<file path="config.mk">
export PLATFORM = sky130hd
export DESIGN_NAME = vga_mono_filter
export DESIGN_NICKNAME = d
export VERILOG_FILES = /design/src/rtl/vga_filter_pkg.sv /design/src/rtl/vga_dither_trunc.sv /design/src/rtl/vga_mono_filter.sv
export SDC_FILE = /design/constraint.sdc
export NUM_CORES = 1
export LEC_CHECK = 0
export ABC_AREA = 1
export BUFFER_PORTS_ARGS = -buffer_cell sky130_fd_sc_hd__buf_2
export CORE_MARGIN = 4
export CORE_UTILIZATION = 45
export CTS_CLUSTER_DIAMETER = 60
export DETAILED_ROUTE_END_ITERATION = 10
export SETUP_SLACK_MARGIN = 0.02
export SYNTH_ARGS = -nofsm -noshare
export SYNTH_HDL_FRONTEND = slang
export SYNTH_SLANG_ARGS = --single-unit
export TNS_END_PERCENT = 5
</file>
<file path="constraint.sdc">
create_clock -name clk_vga -period 7.2 [get_ports clk_vga]
set_clock_uncertainty 0.05 [all_clocks]
set_input_delay 1.08 -clock clk_vga [delete_from_list [all_inputs] [get_ports clk_vga]]
set_output_delay 1.08 -clock clk_vga [all_outputs]
set_load 0.03 [all_outputs]
</file>
<file path="src/rtl/vga_filter_pkg.sv">
// Shared definitions for the monochrome VGA filter.
// Holds display-mode encodings, BT.709 luma coefficients and the 2x2 Bayer
// ordered-dither matrix used by the per-channel dither/truncate stage.
package vga_filter_pkg;

  typedef enum logic [1:0] {
    MODE_COLOR = 2'd0,
    MODE_GREEN = 2'd1,
    MODE_AMBER = 2'd2,
    MODE_WHITE = 2'd3
  } mode_e;

  // BT.709 weights scaled so they sum to 2^LUMA_SHIFT.
  localparam int unsigned LUMA_R     = 54;
  localparam int unsigned LUMA_G     = 183;
  localparam int unsigned LUMA_B     = 19;
  localparam int unsigned LUMA_SHIFT = 8;

  // Bayer 2x2 = [[0,2],[3,1]], packed 2 bits per entry at index {y,x}.
  localparam logic [7:0] BAYER_2X2 = 8'b01_11_10_00;

  // Dither threshold for a pixel at line parity y, pixel parity x.
  function automatic logic [1:0] bayer_at(input logic y_par, input logic x_par);
    logic [7:0] tbl;
    tbl = BAYER_2X2;
    return tbl[{y_par, x_par, 1'b0} +: 2];
  endfunction

endpackage

</file>
<file path="src/rtl/vga_dither_trunc.sv">
// One colour channel of the output stage: reduces IN_W bits to OUT_W bits,
// either by ordered dither with saturation or by plain MSB truncation.
// Ports:
//   clk_vga, rst  pixel clock, synchronous active-high reset
//   v_i           channel value (IN_W bits)
//   x_par_i       pixel parity within the line
//   y_par_i       line parity within the frame
//   en_i          display enable; output forced to 0 when low
//   out_o         registered reduced value (OUT_W bits)
module vga_dither_trunc #(
  parameter int unsigned IN_W      = 6,
  parameter int unsigned OUT_W     = 3,
  parameter bit          DITHER_EN = 1'b1
) (
  input  logic             clk_vga,
  input  logic             rst,
  input  logic [IN_W-1:0]  v_i,
  input  logic             x_par_i,
  input  logic             y_par_i,
  input  logic             en_i,
  output logic [OUT_W-1:0] out_o
);
  import vga_filter_pkg::*;

  localparam int unsigned D = IN_W - OUT_W;

  logic [OUT_W-1:0] out_d;
  logic [OUT_W-1:0] out_q;

  generate
    if (DITHER_EN && (D >= 2)) begin : g_dither
      // Threshold is scaled so the four phases span one output LSB evenly.
      localparam int unsigned   SH  = D - 2;
      localparam logic [IN_W:0] SAT = (IN_W+1)'((1 << IN_W) - 1);

      logic [IN_W:0]   sum;
      logic [IN_W-1:0] sat_v;

      always_comb begin
        sum   = {1'b0, v_i} + ((IN_W+1)'(bayer_at(y_par_i, x_par_i)) << SH);
        sat_v = (sum > SAT) ? SAT[IN_W-1:0] : sum[IN_W-1:0];
        out_d = OUT_W'(sat_v >> D);
      end
    end else begin : g_trunc
      logic unused_par;
      assign unused_par = ^{x_par_i, y_par_i};

      always_comb begin
        out_d = OUT_W'(v_i >> D);
      end
    end
  endgenerate

  // Output register with blanking.
  always_ff @(posedge clk_vga) begin
    if (rst) begin
      out_q <= '0;
    end else begin
      out_q <= en_i ? out_d : '0;
    end
  end

  assign out_o = out_q;

endmodule

</file>
<file path="src/rtl/vga_mono_filter.sv">
// Three-stage VGA output filter: BT.709 luma, colour/green/amber/white
// display modes latched at frame start, and ordered dither or truncation
// down to the DAC width. All outputs are registered with 3-cycle latency.
// Ports:
//   clk_vga, rst              pixel clock, synchronous active-high reset
//   r_in, g_in, b_in          input pixel (IN_W bits each)
//   de_in, hsync_in, vsync_in input display enable and syncs
//   mode_in                   requested mode (sampled on vsync leading edge)
//   r_out, g_out, b_out       DAC pixel (OUT_W bits each)
//   de_out, hsync_out, vsync_out  controls delayed with the pixel
//   mode_active               mode currently applied
module vga_mono_filter #(
  parameter int unsigned IN_W            = 6,
  parameter int unsigned OUT_W           = 3,
  parameter bit          DITHER_EN       = 1'b1,
  parameter bit          SYNC_ACTIVE_LOW = 1'b1
) (
  input  logic             clk_vga,
  input  logic             rst,
  input  logic [IN_W-1:0]  r_in,
  input  logic [IN_W-1:0]  g_in,
  input  logic [IN_W-1:0]  b_in,
  input  logic             de_in,
  input  logic             hsync_in,
  input  logic             vsync_in,
  input  logic [1:0]       mode_in,
  output logic [OUT_W-1:0] r_out,
  output logic [OUT_W-1:0] g_out,
  output logic [OUT_W-1:0] b_out,
  output logic             de_out,
  output logic             hsync_out,
  output logic             vsync_out,
  output logic [1:0]       mode_active
);
  import vga_filter_pkg::*;

  localparam int unsigned     SUM_W     = IN_W + LUMA_SHIFT;
  localparam logic            SYNC_IDLE = SYNC_ACTIVE_LOW;
  localparam logic [IN_W-1:0] PIX_MAX   = '1;

  // ---------------------------------------------------------------- mode latch
  logic  vs_prev_q;
  mode_e mode_act_q, mode_act_d;
  logic  vs_act_in, vs_prev_act;

  assign vs_act_in   = vsync_in ^ SYNC_IDLE;
  assign vs_prev_act = vs_prev_q ^ SYNC_IDLE;

  // Load the requested mode only on the inactive->active vsync transition.
  always_comb begin
    mode_act_d = mode_act_q;
    if (vs_act_in && !vs_prev_act) begin
      mode_act_d = mode_e'(mode_in);
    end
  end

  always_ff @(posedge clk_vga) begin
    if (rst) begin
      vs_prev_q  <= SYNC_IDLE;
      mode_act_q <= MODE_COLOR;
    end else begin
      vs_prev_q  <= vsync_in;
      mode_act_q <= mode_act_d;
    end
  end

  // ---------------------------------------------------------------- stage 1
  logic [IN_W-1:0] s1_r_q, s1_g_q, s1_b_q;
  logic            s1_de_q, s1_hs_q, s1_vs_q;
  mode_e           s1_mode_q;

  // Mode travels with the pixel so a frame never mixes modes.
  always_ff @(posedge clk_vga) begin
    if (rst) begin
      s1_r_q    <= '0;
      s1_g_q    <= '0;
      s1_b_q    <= '0;
      s1_de_q   <= 1'b0;
      s1_hs_q   <= SYNC_IDLE;
      s1_vs_q   <= SYNC_IDLE;
      s1_mode_q <= MODE_COLOR;
    end else begin
      s1_r_q    <= r_in;
      s1_g_q    <= g_in;
      s1_b_q    <= b_in;
      s1_de_q   <= de_in;
      s1_hs_q   <= hsync_in;
      s1_vs_q   <= vsync_in;
      s1_mode_q <= mode_act_q;
    end
  end

  // Luma products and sum; Y is clamped defensively to full scale.
  logic [SUM_W-1:0] prod_r, prod_g, prod_b, luma_sum, luma_hi;
  logic [IN_W-1:0]  luma;

  always_comb begin
    prod_r   = SUM_W'(LUMA_R) * SUM_W'(s1_r_q);
    prod_g   = SUM_W'(LUMA_G) * SUM_W'(s1_g_q);
    prod_b   = SUM_W'(LUMA_B) * SUM_W'(s1_b_q);
    luma_sum = prod_r + prod_g + prod_b;
    luma_hi  = luma_sum >> LUMA_SHIFT;
    luma     = (luma_hi > SUM_W'(PIX_MAX)) ? PIX_MAX : luma_hi[IN_W-1:0];
  end

  // ---------------------------------------------------------------- stage 2
  logic [IN_W-1:0] s2_r_q, s2_g_q, s2_b_q;
  logic [IN_W-1:0] s2_r_d, s2_g_d, s2_b_d;
  logic            s2_de_q, s2_hs_q, s2_vs_q;
  logic            s2_x_q, s2_y_q;
  logic            x_cnt_q, x_cnt_d;
  logic            y_par_q, y_par_d;
  logic            s1_vs_act;

  assign s1_vs_act = s1_vs_q ^ SYNC_IDLE;

  // Mode remap.
  always_comb begin
    s2_r_d = s1_r_q;
    s2_g_d = s1_g_q;
    s2_b_d = s1_b_q;
    case (s1_mode_q)
      MODE_GREEN: begin
        s2_r_d = '0;
        s2_g_d = luma;
        s2_b_d = '0;
      end
      MODE_AMBER: begin
        s2_r_d = luma;
        s2_g_d = luma >> 1;
        s2_b_d = '0;
      end
      MODE_WHITE: begin
        s2_r_d = luma;
        s2_g_d = luma;
        s2_b_d = luma;
      end
      default: begin
        s2_r_d = s1_r_q;
        s2_g_d = s1_g_q;
        s2_b_d = s1_b_q;
      end
    endcase
  end

  // Pixel/line parity; s2_de_q is the previous S1 de, giving the falling edge.
  always_comb begin
    x_cnt_d = s1_de_q ? ~x_cnt_q : 1'b0;
    y_par_d = y_par_q;
    if (s1_vs_act) begin
      y_par_d = 1'b0;
    end else if (s2_de_q && !s1_de_q) begin
      y_par_d = ~y_par_q;
    end
  end

  always_ff @(posedge clk_vga) begin
    if (rst) begin
      s2_r_q  <= '0;
      s2_g_q  <= '0;
      s2_b_q  <= '0;
      s2_de_q <= 1'b0;
      s2_hs_q <= SYNC_IDLE;
      s2_vs_q <= SYNC_IDLE;
      s2_x_q  <= 1'b0;
      s2_y_q  <= 1'b0;
      x_cnt_q <= 1'b0;
      y_par_q <= 1'b0;
    end else begin
      s2_r_q  <= s2_r_d;
      s2_g_q  <= s2_g_d;
      s2_b_q  <= s2_b_d;
      s2_de_q <= s1_de_q;
      s2_hs_q <= s1_hs_q;
      s2_vs_q <= s1_vs_q;
      s2_x_q  <= x_cnt_q;
      s2_y_q  <= y_par_q;
      x_cnt_q <= x_cnt_d;
      y_par_q <= y_par_d;
    end
  end

  // ---------------------------------------------------------------- stage 3
  vga_dither_trunc #(.IN_W(IN_W), .OUT_W(OUT_W), .DITHER_EN(DITHER_EN)) u_dt_r (
    .clk_vga (clk_vga),
    .rst     (rst),
    .v_i     (s2_r_q),
    .x_par_i (s2_x_q),
    .y_par_i (s2_y_q),
    .en_i    (s2_de_q),
    .out_o   (r_out)
  );

  vga_dither_trunc #(.IN_W(IN_W), .OUT_W(OUT_W), .DITHER_EN(DITHER_EN)) u_dt_g (
    .clk_vga (clk_vga),
    .rst     (rst),
    .v_i     (s2_g_q),
    .x_par_i (s2_x_q),
    .y_par_i (s2_y_q),
    .en_i    (s2_de_q),
    .out_o   (g_out)
  );

  vga_dither_trunc #(.IN_W(IN_W), .OUT_W(OUT_W), .DITHER_EN(DITHER_EN)) u_dt_b (
    .clk_vga (clk_vga),
    .rst     (rst),
    .v_i     (s2_b_q),
    .x_par_i (s2_x_q),
    .y_par_i (s2_y_q),
    .en_i    (s2_de_q),
    .out_o   (b_out)
  );

  logic s3_de_q, s3_hs_q, s3_vs_q;

  always_ff @(posedge clk_vga) begin
    if (rst) begin
      s3_de_q <= 1'b0;
      s3_hs_q <= SYNC_IDLE;
      s3_vs_q <= SYNC_IDLE;
    end else begin
      s3_de_q <= s2_de_q;
      s3_hs_q <= s2_hs_q;
      s3_vs_q <= s2_vs_q;
    end
  end

  assign de_out      = s3_de_q;
  assign hsync_out   = s3_hs_q;
  assign vsync_out   = s3_vs_q;
  assign mode_active = mode_act_q;

endmodule

</file>
==> metrics.cfg <==
[critical_path]
timing.rr.start=s1_r_q[2]
crit_start=s1_r_q[2]
critPathMaxFanout=6
worstSetupStartpointType=flip-flop
cp.arrival_ps=5830
endpoint_kind=flip-flop
worstSetupPathType=reg2reg
required_ps=7380
cpMaxStageDelayCell=fa_1
slowest_delay_ps=530
cp_num_buf_inv=6
critical-path-top-delay-family=adder cells
critical-path-top-cell-by-count=inv_1

[placed_design]
port_buffers=38
dp_cells=779
dpl_worst_slack_ps=1540
hpwlAfterDp_um=8560
dpl_cell_area_mm2=0.00524
gp_congestion=0.854

[power]
ir_worst_vdd_v=0.000138
pwr_density_cell_mw_per_mm2=296
leakagePower_nw=3.04
power.total_mw=1.61

[global_route]
grt_pass1_wl_um=17200
track_usage_pct=17.0
grt_max_degree=46
grt_pass1_vias=3627
grt_overflow=0
antenna_found_initial=0

[die]
start_util_pct=46.9
dieWidth_um=112
chipHeight_um=112
core_area_mm2=0.0105
die_area_mm2=0.0126
row_count=37
ios=39

[layout]
num_antenna_cells=0
area_growth_pct=10.8
ff_latch_area_mm2=0.00118
postLayoutCoreUtil_pct=52.0
fin_cells=795
nFillCells=1069
multiInputGateArea_mm2=0.00299
final_cell_area_mm2=0.00544
drive_gt1_share_pct=10.2
nNetsFinal=795

[sta]
hold_violations=0
setup_ws_ps=1550
finalSetupViolCount=0
maxSlewHeadroom_pct=49.2
layout_min_cycle_time_ps=5650
grt_setup_unrepaired=no
finalSetupTns_ps=0
holdWs_ps=365
fmax_ghz=0.177
post-route-period-util_pct=78.4
slew_violations=0
worstMarginPinSlew_ps=762

[routing]
drc=0
via_per_inst=4.58
firstDrtPassIters=5
ant_nets=0
num_vias=3640
post_drt_wl_per_cell_um=12.5
drtIter0Drc=167
wl_um=9930

[synthesis]
synth_area_mm2=0.00491
syn_inst=613
avgSynthCellArea_um2=8.01
syn_nets=754
yosysUniqueCellTypes=31
ys_seq_area_share_pct=24.1
yosysWarningCount=0
yosys_register_bits=59

[clock_tree]
post_cts_buffers=0
clockBufferDepth=2
numClockSinks=59
numCtsBuffers=9
path_clk_slew_ps=70
cts_resized=0
root_buffer=clkbuf_8
clk_latency_ps=330
ctsHtreeMaxLevel=3
cts.hold.buffers_added=0
cts_tree=built

[worst_hold_path]
worstHoldPathType=reg2reg
min_from=s1_hs_q

[flow_run]
maxCapViolations=0

[status]
outcome=complete, no violations

## final timing paths
kind,slack [ps],cells after the start,end
max,1550,25,s2_g_q[4]
min,370,1,s2_hs_q
max reg2reg,1550,25,s2_g_q[4]
min reg2reg,370,1,s2_hs_q
## power by group
group / total, mW / switching, mW / internal, mW
registers: 0.366 / 0.0198 / 0.346
clock network: 0.300 / 0.130 / 0.170
logic: 0.941 / 0.578 / 0.363
total: 1.61 / 0.728 / 0.880
## layer usage
metal,share of wire [%],up-vias,global-route usage [%]
met3,5.4,10,4.37
met5,0,-,0
met2,45,76,26.8
met1,49,1644,23.6
li1,-,1910,-
met4,1.0,0,4.01
## area by class of cell
cell class / count / area share [%]
tap: 136 / 3.13
timing repair buffer: 38 / 3.50
clock inverter: 5 / 1.13
inverter: 187 / 12.9
sequential: 59 / 21.7
multi-input combinational: 359 / 55.0
clock buffer: 11 / 2.60
## state kept, by name, indices dropped and copies added, names as in the netlist, 2 cells and up
name	cells
u_dt_g.out_o	3
s1_mode_q	2
s2_g_q	5
s2_r_q	5
mode_active	2
s1_r_q	6
s1_b_q	6
u_dt_r.out_o	3
u_dt_b.out_o	3
s2_b_q	5
s1_g_q	6
## cells in the mapped netlist
cell | number | area (um^2)
a211oi_1 | 3 | 22.5
a21o_1 | 3 | 22.5
a21oi_1 | 32 | 160
a21oi_2 | 2 | 17.5
a31oi_1 | 1 | 6.26
and2_1 | 2 | 12.5
and2_4 | 1 | 8.76
and3_1 | 3 | 18.8
buf_2 | 3 | 15.0
clkbuf_1 | 5 | 18.8
dfxtp_1 | 59 | 1180
fa_1 | 47 | 941
ha_1 | 69 | 863
inv_1 | 187 | 702
nand2_1 | 88 | 330
nand2_2 | 1 | 6.26
nand3_1 | 26 | 130
nand3_2 | 1 | 10.0
nand4_1 | 3 | 18.8
nand4_2 | 2 | 25.0
nor2_1 | 43 | 161
nor2_2 | 1 | 6.26
nor3_1 | 1 | 5.00
o211ai_1 | 3 | 22.5
o21ai_0 | 6 | 30.0
o21bai_1 | 1 | 7.51
o21bai_2 | 1 | 11.3
o221ai_1 | 1 | 8.76
or2_2 | 5 | 31.3
xnor2_1 | 6 | 52.6
xor2_1 | 7 | 61.3
## placed cells by master, fill, tap and decap left out, types with 2 or more instances in the layout
cell type   netlist  routed
a211oi_1          3       3
a21o_1            3       3
a21oi_1          32      32
a21oi_2           2       2
and2_1            2       2
and3_1            3       3
buf_2             3      38
clkbuf_8          0      10
clkinvlp_4        0       3
dfxtp_1          59      59
fa_1             47      47
ha_1             69      69
inv_1           187     187
nand2_1          88      88
nand3_1          26      26
nand4_1           3       3
nand4_2           2       2
nor2_1           43      43
o211ai_1          3       3
o21ai_0           6       6
or2_2             5       5
xnor2_1           6       6
xor2_1            7       7
## logic make-up after synthesis
| logic type | share of synthesized area, % |
|---|---|
| and+or+nand+nor | 15.6 |
| buffers and inverters | 15.0 |
| xor gates and xnor gates | 2.32 |
| AOI/OAI and AO/OA | 6.30 |
| DFF | 24.1 |
| adders and majority gates | 36.8 |
(Power assumes the default switching activity.)
